[src/rtl/afifo_wr_txn_tap.sv]
// Passive write-port monitor for the async FIFO write domain: captures accepted
// writes with sequence number and preceding stall count, plus saturating statistics.
module afifo_wr_txn_tap #(
    parameter int DATA_WIDTH  = 32,
    parameter int ADDR_WIDTH  = 8,
    parameter int CAP_DEPTH   = 16,
    parameter int SEQ_WIDTH   = 16,
    parameter int STALL_WIDTH = 8,
    parameter int CNT_WIDTH   = 32
) (
    input  logic                         wclk,
    input  logic                         wrst,
    input  logic                         mon_en,
    input  logic                         clr,
    input  logic                         winc,
    input  logic                         wfull,
    input  logic [DATA_WIDTH-1:0]        wdata,
    output logic                         txn_valid,
    input  logic                         txn_ready,
    output logic [DATA_WIDTH-1:0]        txn_data,
    output logic [SEQ_WIDTH-1:0]         txn_seq,
    output logic [STALL_WIDTH-1:0]       txn_stall,
    output logic [$clog2(CAP_DEPTH):0]   cap_level,
    output logic [CNT_WIDTH-1:0]         acc_cnt,
    output logic [CNT_WIDTH-1:0]         blk_cnt,
    output logic [CNT_WIDTH-1:0]         drop_cnt,
    output logic                         ovf_sticky
);

    localparam int PTR_W = $clog2(CAP_DEPTH);
    localparam int LVL_W = PTR_W + 1;

    if (CAP_DEPTH < 2 || (CAP_DEPTH & (CAP_DEPTH - 1)) != 0 || ADDR_WIDTH < 1) begin : g_bad_param
        $error("afifo_wr_txn_tap: CAP_DEPTH must be a power of 2 >= 2 and ADDR_WIDTH >= 1");
    end

    function automatic logic [CNT_WIDTH-1:0] sat_inc_cnt(input logic [CNT_WIDTH-1:0] v);
        return (&v) ? v : v + CNT_WIDTH'(1);
    endfunction

    function automatic logic [STALL_WIDTH-1:0] sat_inc_stall(input logic [STALL_WIDTH-1:0] v);
        return (&v) ? v : v + STALL_WIDTH'(1);
    endfunction

    logic [DATA_WIDTH-1:0]  data_mem  [CAP_DEPTH];
    logic [SEQ_WIDTH-1:0]   seq_mem   [CAP_DEPTH];
    logic [STALL_WIDTH-1:0] stall_mem [CAP_DEPTH];

    logic [PTR_W-1:0]       wr_ptr;
    logic [PTR_W-1:0]       rd_ptr;
    logic [LVL_W-1:0]       level;
    logic [SEQ_WIDTH-1:0]   seq_q;
    logic [STALL_WIDTH-1:0] stall_run;
    logic [CNT_WIDTH-1:0]   acc_q;
    logic [CNT_WIDTH-1:0]   blk_q;
    logic [CNT_WIDTH-1:0]   drop_q;
    logic                   ovf_q;

    logic acc_ev;
    logic blk_ev;
    logic pop;
    logic room;
    logic push;
    logic drop;

    // Event decode: clr suppresses every same-cycle event
    always_comb begin
        acc_ev = mon_en && winc && !wfull && !clr;
        blk_ev = mon_en && winc && wfull && !clr;
        pop    = (level != '0) && txn_ready && !clr;
        room   = (level < LVL_W'(CAP_DEPTH)) || pop;
        push   = acc_ev && room;
        drop   = acc_ev && !room;
    end

    // Capture storage carries data only, so it is left out of reset
    always_ff @(posedge wclk) begin
        if (push) begin
            data_mem[wr_ptr]  <= wdata;
            seq_mem[wr_ptr]   <= seq_q;
            stall_mem[wr_ptr] <= stall_run;
        end
    end

    always_ff @(posedge wclk or posedge wrst) begin
        if (wrst) begin
            wr_ptr    <= '0;
            rd_ptr    <= '0;
            level     <= '0;
            seq_q     <= '0;
            stall_run <= '0;
            acc_q     <= '0;
            blk_q     <= '0;
            drop_q    <= '0;
            ovf_q     <= 1'b0;
        end else if (clr) begin
            wr_ptr    <= '0;
            rd_ptr    <= '0;
            level     <= '0;
            seq_q     <= '0;
            stall_run <= '0;
            acc_q     <= '0;
            blk_q     <= '0;
            drop_q    <= '0;
            ovf_q     <= 1'b0;
        end else begin
            if (push) wr_ptr <= wr_ptr + PTR_W'(1);
            if (pop)  rd_ptr <= rd_ptr + PTR_W'(1);
            case ({push, pop})
                2'b10:   level <= level + LVL_W'(1);
                2'b01:   level <= level - LVL_W'(1);
                default: level <= level;
            endcase
            // Sequence advances on every accepted write, including drops
            if (acc_ev) begin
                seq_q     <= seq_q + SEQ_WIDTH'(1);
                stall_run <= '0;
                acc_q     <= sat_inc_cnt(acc_q);
            end else if (blk_ev) begin
                stall_run <= sat_inc_stall(stall_run);
            end
            if (blk_ev) blk_q <= sat_inc_cnt(blk_q);
            if (drop) begin
                drop_q <= sat_inc_cnt(drop_q);
                ovf_q  <= 1'b1;
            end
        end
    end

    // Head fields read as zero whenever the buffer is empty
    always_comb begin
        txn_valid  = (level != '0);
        txn_data   = txn_valid ? data_mem[rd_ptr]  : '0;
        txn_seq    = txn_valid ? seq_mem[rd_ptr]   : '0;
        txn_stall  = txn_valid ? stall_mem[rd_ptr] : '0;
        cap_level  = level;
        acc_cnt    = acc_q;
        blk_cnt    = blk_q;
        drop_cnt   = drop_q;
        ovf_sticky = ovf_q;
    end

endmodule

[config.mk]
export PLATFORM = sky130hd
export DESIGN_NAME = afifo_wr_txn_tap
export DESIGN_NICKNAME = d
export VERILOG_FILES = /design/src/rtl/afifo_wr_txn_tap.sv
export SDC_FILE = /design/constraint.sdc
export NUM_CORES = 1
export LEC_CHECK = 0
export CAP_MARGIN = 20
export CORE_MARGIN = 2
export CORE_UTILIZATION = 40
export DETAILED_ROUTE_END_ITERATION = 16
export PLACE_DENSITY = 0.62
export SETUP_SLACK_MARGIN = 0.5
export SYNTH_ARGS = -nofsm -noshare
export SYNTH_HDL_FRONTEND = slang
export SYNTH_SLANG_ARGS = --single-unit
export TNS_END_PERCENT = 50
[constraint.sdc]
create_clock -name wclk -period 6.4 [get_ports wclk]
set_input_delay 1.6 -clock wclk [delete_from_list [all_inputs] [get_ports wclk]]
set_output_delay 1.6 -clock wclk [all_outputs]
set_load 0.01 [all_outputs]
==> results.cfg, run 1 <==
[synthesis]
synth_compound_area_frac = 0.0306
synth_top_family_by_area = multiplexers
yosys-top-cells-area = edfxtp_1, mux4_2, dfrtp_1, a21oi_1, and2_1
synth_xor_area_frac = 0.00655
yosys.area.top_type = edfxtp_1
synthAdderAreaFrac = 0.00362
yosys.area_share.simple = 0.0612
netlist_top_cells_count = edfxtp_1, mux4_2, dfrtp_1
async_reset_ff_frac = 0.130
synth-seq-cells = 1030
yosysMostFrequentCell = edfxtp_1
synth.mux.area_fraction = 0.155
syn_area_per_cell_sq_um = 19.3
synthesis.nets = 2197
syn_inst = 2146
synth-edff-count = 896
yosys.cell_types.count = 60
syn_area_sq_mm = 0.0414
synth_warnings = 0
netlist.area_leader.share = 0.649
yosysSeqAreaShare = 0.730
synthFlopType = edfxtp_1

[drt]
drc = 0
via_per_inst = 5.70
wire_per_inst_um = 25.6
drt-initial-drc-count = 1827
drt-pass1-iter-count = 5
num_vias = 22000
finalWirelength_um = 98900
ant_nets = 0

[floorplanning]
start_util = 0.402
die_w_um = 326
rows = 118
die_y_um = 326
die_area_sq_mm = 0.106
io_pins = 198
fp.coreArea_sq_mm = 0.103

[timing]
clock.fmax_ghz = 0.187
setup_viol = 0
fin_skew_ps = 42.1
drv_slew = 0
period_needed_ps = 5340
hold_viol = 0
whs_ps = 577
relSlewSlack = 0.294
worst_slew_pin_slew_ps = 1060
period_share = 0.834
rsz0062_at_grt = false
fin_ws_ps = 1060

[placed_design]
place_area_sq_mm = 0.0454
io_buffers = 197
place_ws_ps = 1160
placed_cells = 3664
dpl.hpwl_um = 53400
gp_congestion = 0.824

[global_route]
first_global_vias = 23000
grt_max_degree = 96
grt_pass1_wl_um = 149000
grt_use_total = 0.186
antenna_found_initial = 1
gr-total-overflow = 0

[worst_setup_path]
crit_path_max_fanout = 40
r2r_slack_ps = 3110
criticalPathCategory = flop to primary output
worstRegToRegCells = 5
start_kind = flop
cp.arrival_ps = 3740
critPathLaunch = rd_ptr[0]
rr_endpoint = data_mem[15][10]
reg2reg_from = cap_level[4]
end_kind = primary output
crit_required_ps = 4800
worstSetupEndpoint = txn_stall[2]

[clock_tree]
h-tree-depth = 3
cts_buffers = 105
clockBufferDepth = 3
clk_pin_slew_ps = 60
post_cts_resized = 0
clock_latency_ps = 690
clock_sinks = 1030
hold_buffers = 0
root_buffer = clkbuf_16
cts_tree = built
cts_setup_buffers = 0

[finish]
finalNonFillerCells = 3860
diodes = 0
area_growth_pct = 17.5
drive_above_1_share = 0.220
fin_nets = 2444
final_cell_area_sq_mm = 0.0487

[pwr]
vdd.ir_drop.worst_mv = 0.351
p_leak_uw = 0.0154
power_density_mw_per_mm2 = 331
power_uw = 16100

[worst_hold_path]
hold_path_class = flop to flop

[run]
drv_cap = 0

[run_status]
outcome = finished, final reports clean
-- worst min-delay path by stage --
stage / to / slack, ps / cells after the start / startpoint
floorplan: ovf_sticky / 530 / 2 / ovf_sticky
global placement: acc_cnt[19] / 560 / 2 / acc_cnt[19]
detailed placement: acc_cnt[28] / 570 / 2 / acc_cnt[28]
CTS: acc_cnt[28] / 580 / 2 / acc_cnt[28]
global route: acc_cnt[28] / 630 / 2 / acc_cnt[28]
finish: acc_cnt[28] / 580 / 2 / acc_cnt[28]
-- stage by stage --
step	util	TNS [ps]
after floorplan	-	-60230
after global placement	0.440	0
after detailed placement	0.440	0
after CTS	0.472	0
after global routing	0.472	0
final	0.472	0
-- layout by cell type (no fill, tap or decap), types with 7 or more instances in the layout --
cell type        Yosys  routed
inv_6                0       7
a21oi_1             86      86
clkinv_2             0      24
edfxtp_1           896     896
xor2_1              21      21
dfrtp_1            134     130
xnor2_1             10      10
clkbuf_16            0     107
nand2_1             62      62
ha_1                12      12
inv_1               16      14
buf_12               0      12
nor2_1              75      63
clkinv_1             0      21
clkbuf_1            78      17
nand3_1             50      50
nand4_1             38      38
or4_1               33      33
nor4_1              11      11
nor2_4               0      12
mux4_2             280     280
o21ai_0             50      50
and3_1               7       7
mux2_2               9       9
buf_4                1      42
nor3_1              24      20
and2_1              57      57
clkdlybuf4s50_1      0     196
nor2b_1             11      11
or3_1               42      42
o31ai_1             28      28
and4_1              11      11
-- per-layer routing --
metal	part of all wire	routed length [um]	track usage	vias up
li1	-	-	-	9391
met1	0.42	41300	0.253	11700
met2	0.50	49100	0.310	782
met3	0.068	6690	0.0358	131
met4	0.019	1890	0.0462	0
met5	0	0	0	-
-- kinds of logic after synthesis --
logic type,after synthesis
adder cells (fa/ha/maj),12
buffers and inverters,127
AND/OR/NAND/NOR,451
XOR/XNOR,31
flip-flops,1030
AO/OA/AOI/OAI,203
multiplexers,292
-- area by class of cell --
class,instances,area (sq um)
sequential,1030,30300
clock buffer,127,2780
inverter,16,65.1
timing repair buffer,251,2520
tap,1380,1730
fill,8497,54500
multi-input combinational,989,10800
clock inverter,67,536
-- report_power, final --
group | total, uW | internal (uW) | switching (uW)
logic | 2870 | 1500 | 1370
clock network | 5880 | 3310 | 2570
registers | 7360 | 7300 | 67.0
total | 16100 | 12100 | 4010
-- sequential cells by signal, summed over array words and instances, names as in the netlist --
register / count
acc_cnt: 32
blk_cnt: 32
cap_level: 5
data_mem: 512
drop_cnt: 32
ovf_sticky: 1
rd_ptr: 4
seq_mem: 256
seq_q: 16
stall_mem: 128
stall_run: 8
wr_ptr: 4
-- critical path, stage by stage, from the launching register on --
cell             delay (ps)
dfrtp_4                 550
buf_4                   680
mux4_2                  640
mux4_2                  510
and2_1                  180
clkdlybuf4s50_1         480
(Power assumes the default switching activity.)
==> inputs of run 2 (changes only) <==
--- a/config.mk
+++ b/config.mk
@@ -9,7 +9,7 @@
 export CORE_MARGIN = 2
 export CORE_UTILIZATION = 40
 export DETAILED_ROUTE_END_ITERATION = 16
-export PLACE_DENSITY = 0.62
+export PLACE_DENSITY = 0.64
 export SETUP_SLACK_MARGIN = 0.5
 export SYNTH_ARGS = -nofsm -noshare
 export SYNTH_HDL_FRONTEND = slang
==> constraint.sdc (replaced) <==
create_clock -name wclk -period 4.91 [get_ports wclk]
set_input_delay 1.2275 -clock wclk [delete_from_list [all_inputs] [get_ports wclk]]
set_output_delay 1.2275 -clock wclk [all_outputs]
set_load 0.01 [all_outputs]
==> run 2 against run 1 <==
  * Global-route usage shrank 0.17 points
  * Total power grew 38%
  * Wire length grew 0.13%
  * Core utilization grew 1.5 points
  * Die area is the same
  * Design area grew 3.3%
  * Final cell count grew 1.9%
  * First-iteration DRC count grew 16%
  * Critical path type unchanged
==> results.cfg, run 2 (synthesis results as in run 1) <==
[global_route]
grt_use_total = 0.184
grt_max_degree = 104
first_global_vias = 23100
grt_pass1_wl_um = 148000
gr-total-overflow = 0
antenna_found_initial = 2

[floorplanning]
die_y_um = 326
die_w_um = 326
start_util = 0.402
rows = 118
io_pins = 198
fp.coreArea_sq_mm = 0.103
die_area_sq_mm = 0.106

[timing]
hold_viol = 0
worst_slew_pin_slew_ps = 1010
rsz0062_at_grt = true
setup_viol = 0
relSlewSlack = 0.325
period_needed_ps = 4530
finalSetupTns_ps = 0
clock.fmax_ghz = 0.221
period_share = 0.923
fin_skew_ps = 40.3
drv_slew = 0

[pwr]
p_leak_uw = 0.0164
vdd.ir_drop.worst_mv = 0.436
power_density_mw_per_mm2 = 441

[drt]
finalWirelength_um = 99000
num_vias = 22400
ant_nets = 0
drt-initial-drc-count = 2113
drc = 0
drt-pass1-iter-count = 5
via_per_inst = 5.70
wire_per_inst_um = 25.2

[finish]
area_growth_pct = 21.4
fin_nets = 2516
regArea_sq_mm = 0.0303
final_cell_mix = edfxtp_1, mux4_2, clkdlybuf4s50_1, dfrtp_1, clkbuf_16
drive_above_1_share = 0.245
final_common_cell = edfxtp_1
diodes = 0
finalNonFillerCells = 3935
nFillCells = 8374
multi_input_area_sq_mm = 0.0108
reg_top3 = data_mem x512, seq_mem x256, stall_mem x128
final_cell_area_sq_mm = 0.0503
largest_register_ffs = 512
regMostFlops = data_mem

[worst_setup_path]
end_kind = primary output
cp.arrival_ps = 3300
start_kind = flop
crit_path_max_fanout = 10
criticalPathCategory = flop to primary output
crit_required_ps = 3680

[placed_design]
placed_cells = 3680
gp_congestion = 0.812
place_area_sq_mm = 0.0458
io_buffers = 197
dpl.hpwl_um = 54300

[clock_tree]
clock_latency_ps = 690
h-tree-depth = 3
clock_sinks = 1030
hold_buffers = 0
root_buffer = clkbuf_16
clk_pin_slew_ps = 60
cts_buffers = 106
cts_tree = built
clockBufferDepth = 3

[worst_hold_path]
hold_path_class = flop to flop

[run]
drv_cap = 0

[run_status]
outcome = finished, final reports clean
## run 2: cell types whose count changed in the layout (fill, tap and decap cells not counted), moves of 5 or more
cell             delta
buf_16             +13
clkdlybuf4s50_1    -46
inv_6               -5
buf_12             +26
dlygate4sd2_1      +17
clkinv_2            -6
clkbuf_16           +6
buf_4              +21
dlymetal6s2s_1     +22
clkbuf_8            +5
bufinv_16           +7
## run 2: layout make-up
| class | count | area share |
|---|---|---|
| Clock inverter | 66 | 0.0141 |
| Inverter | 16 | 0.00129 |
| Tap cell | 1380 | 0.0343 |
| Clock buffer | 132 | 0.0571 |
| Sequential cell | 1030 | 0.602 |
| Multi-Input combinational cell | 989 | 0.215 |
| Timing Repair Buffer | 322 | 0.0763 |
## run 2: final timing paths
| check | from | to | slack [ps] | cells past startpoint |
|---|---|---|---|---|
| max reg2reg | cap_level[4] | data_mem[9][22] | 1830 | 5 |
| min | ovf_sticky | ovf_sticky | 520 | 2 |
| max in group asynchronous | wrst | seq_q[3] | 2910 | 3 |
| min reg2reg | ovf_sticky | ovf_sticky | 520 | 2 |
| min in group asynchronous | wrst | blk_cnt[10] | 1140 | 2 |
| max | rd_ptr[0] | txn_data[10] | 380 | 7 |
## run 2: power breakdown
group	switching, uW	internal (uW)	leakage, uW
combinational	2010	2440	0.00448
clock	3370	4790	0.00174
sequential	61.3	9510	0.0102
total	5430	16700	0.0164
## run 2: through the flow
stage,setup WS (ps),total power (uW),util,hold WS [ps]
floorplan,-198,12100,-,529
global placement,452,13700,0.444,503
detailed placement,404,13700,0.444,512
CTS,281,22300,0.484,527
global route,253,23000,0.487,562
finish,379,22200,0.487,517
## run 2: per-layer routing
metal | GRT usage | vias to the layer above | routed length, um
li1 | - | 9551 | -
met1 | 0.254 | 11900 | 41900
met2 | 0.305 | 802 | 49000
met3 | 0.0346 | 147 | 5950
met4 | 0.0443 | 2 | 2180
met5 | 0 | - | 13
## run 2: timing repair
action	4_1_cts	5_1_grt
gates cloned	8	6
pin swaps	0	0
setup endpoints to repair	56	54
setup buffers	21	22
gates resized for setup	63	30
## run 2: worst max-delay path: stages (launching register included)
cell and delay, ps:
dfrtp_4 460, buf_4 140, buf_12 160, buf_16 160, mux4_2 540, mux4_2 480
and2_1 170, clkdlybuf4s50_1 500
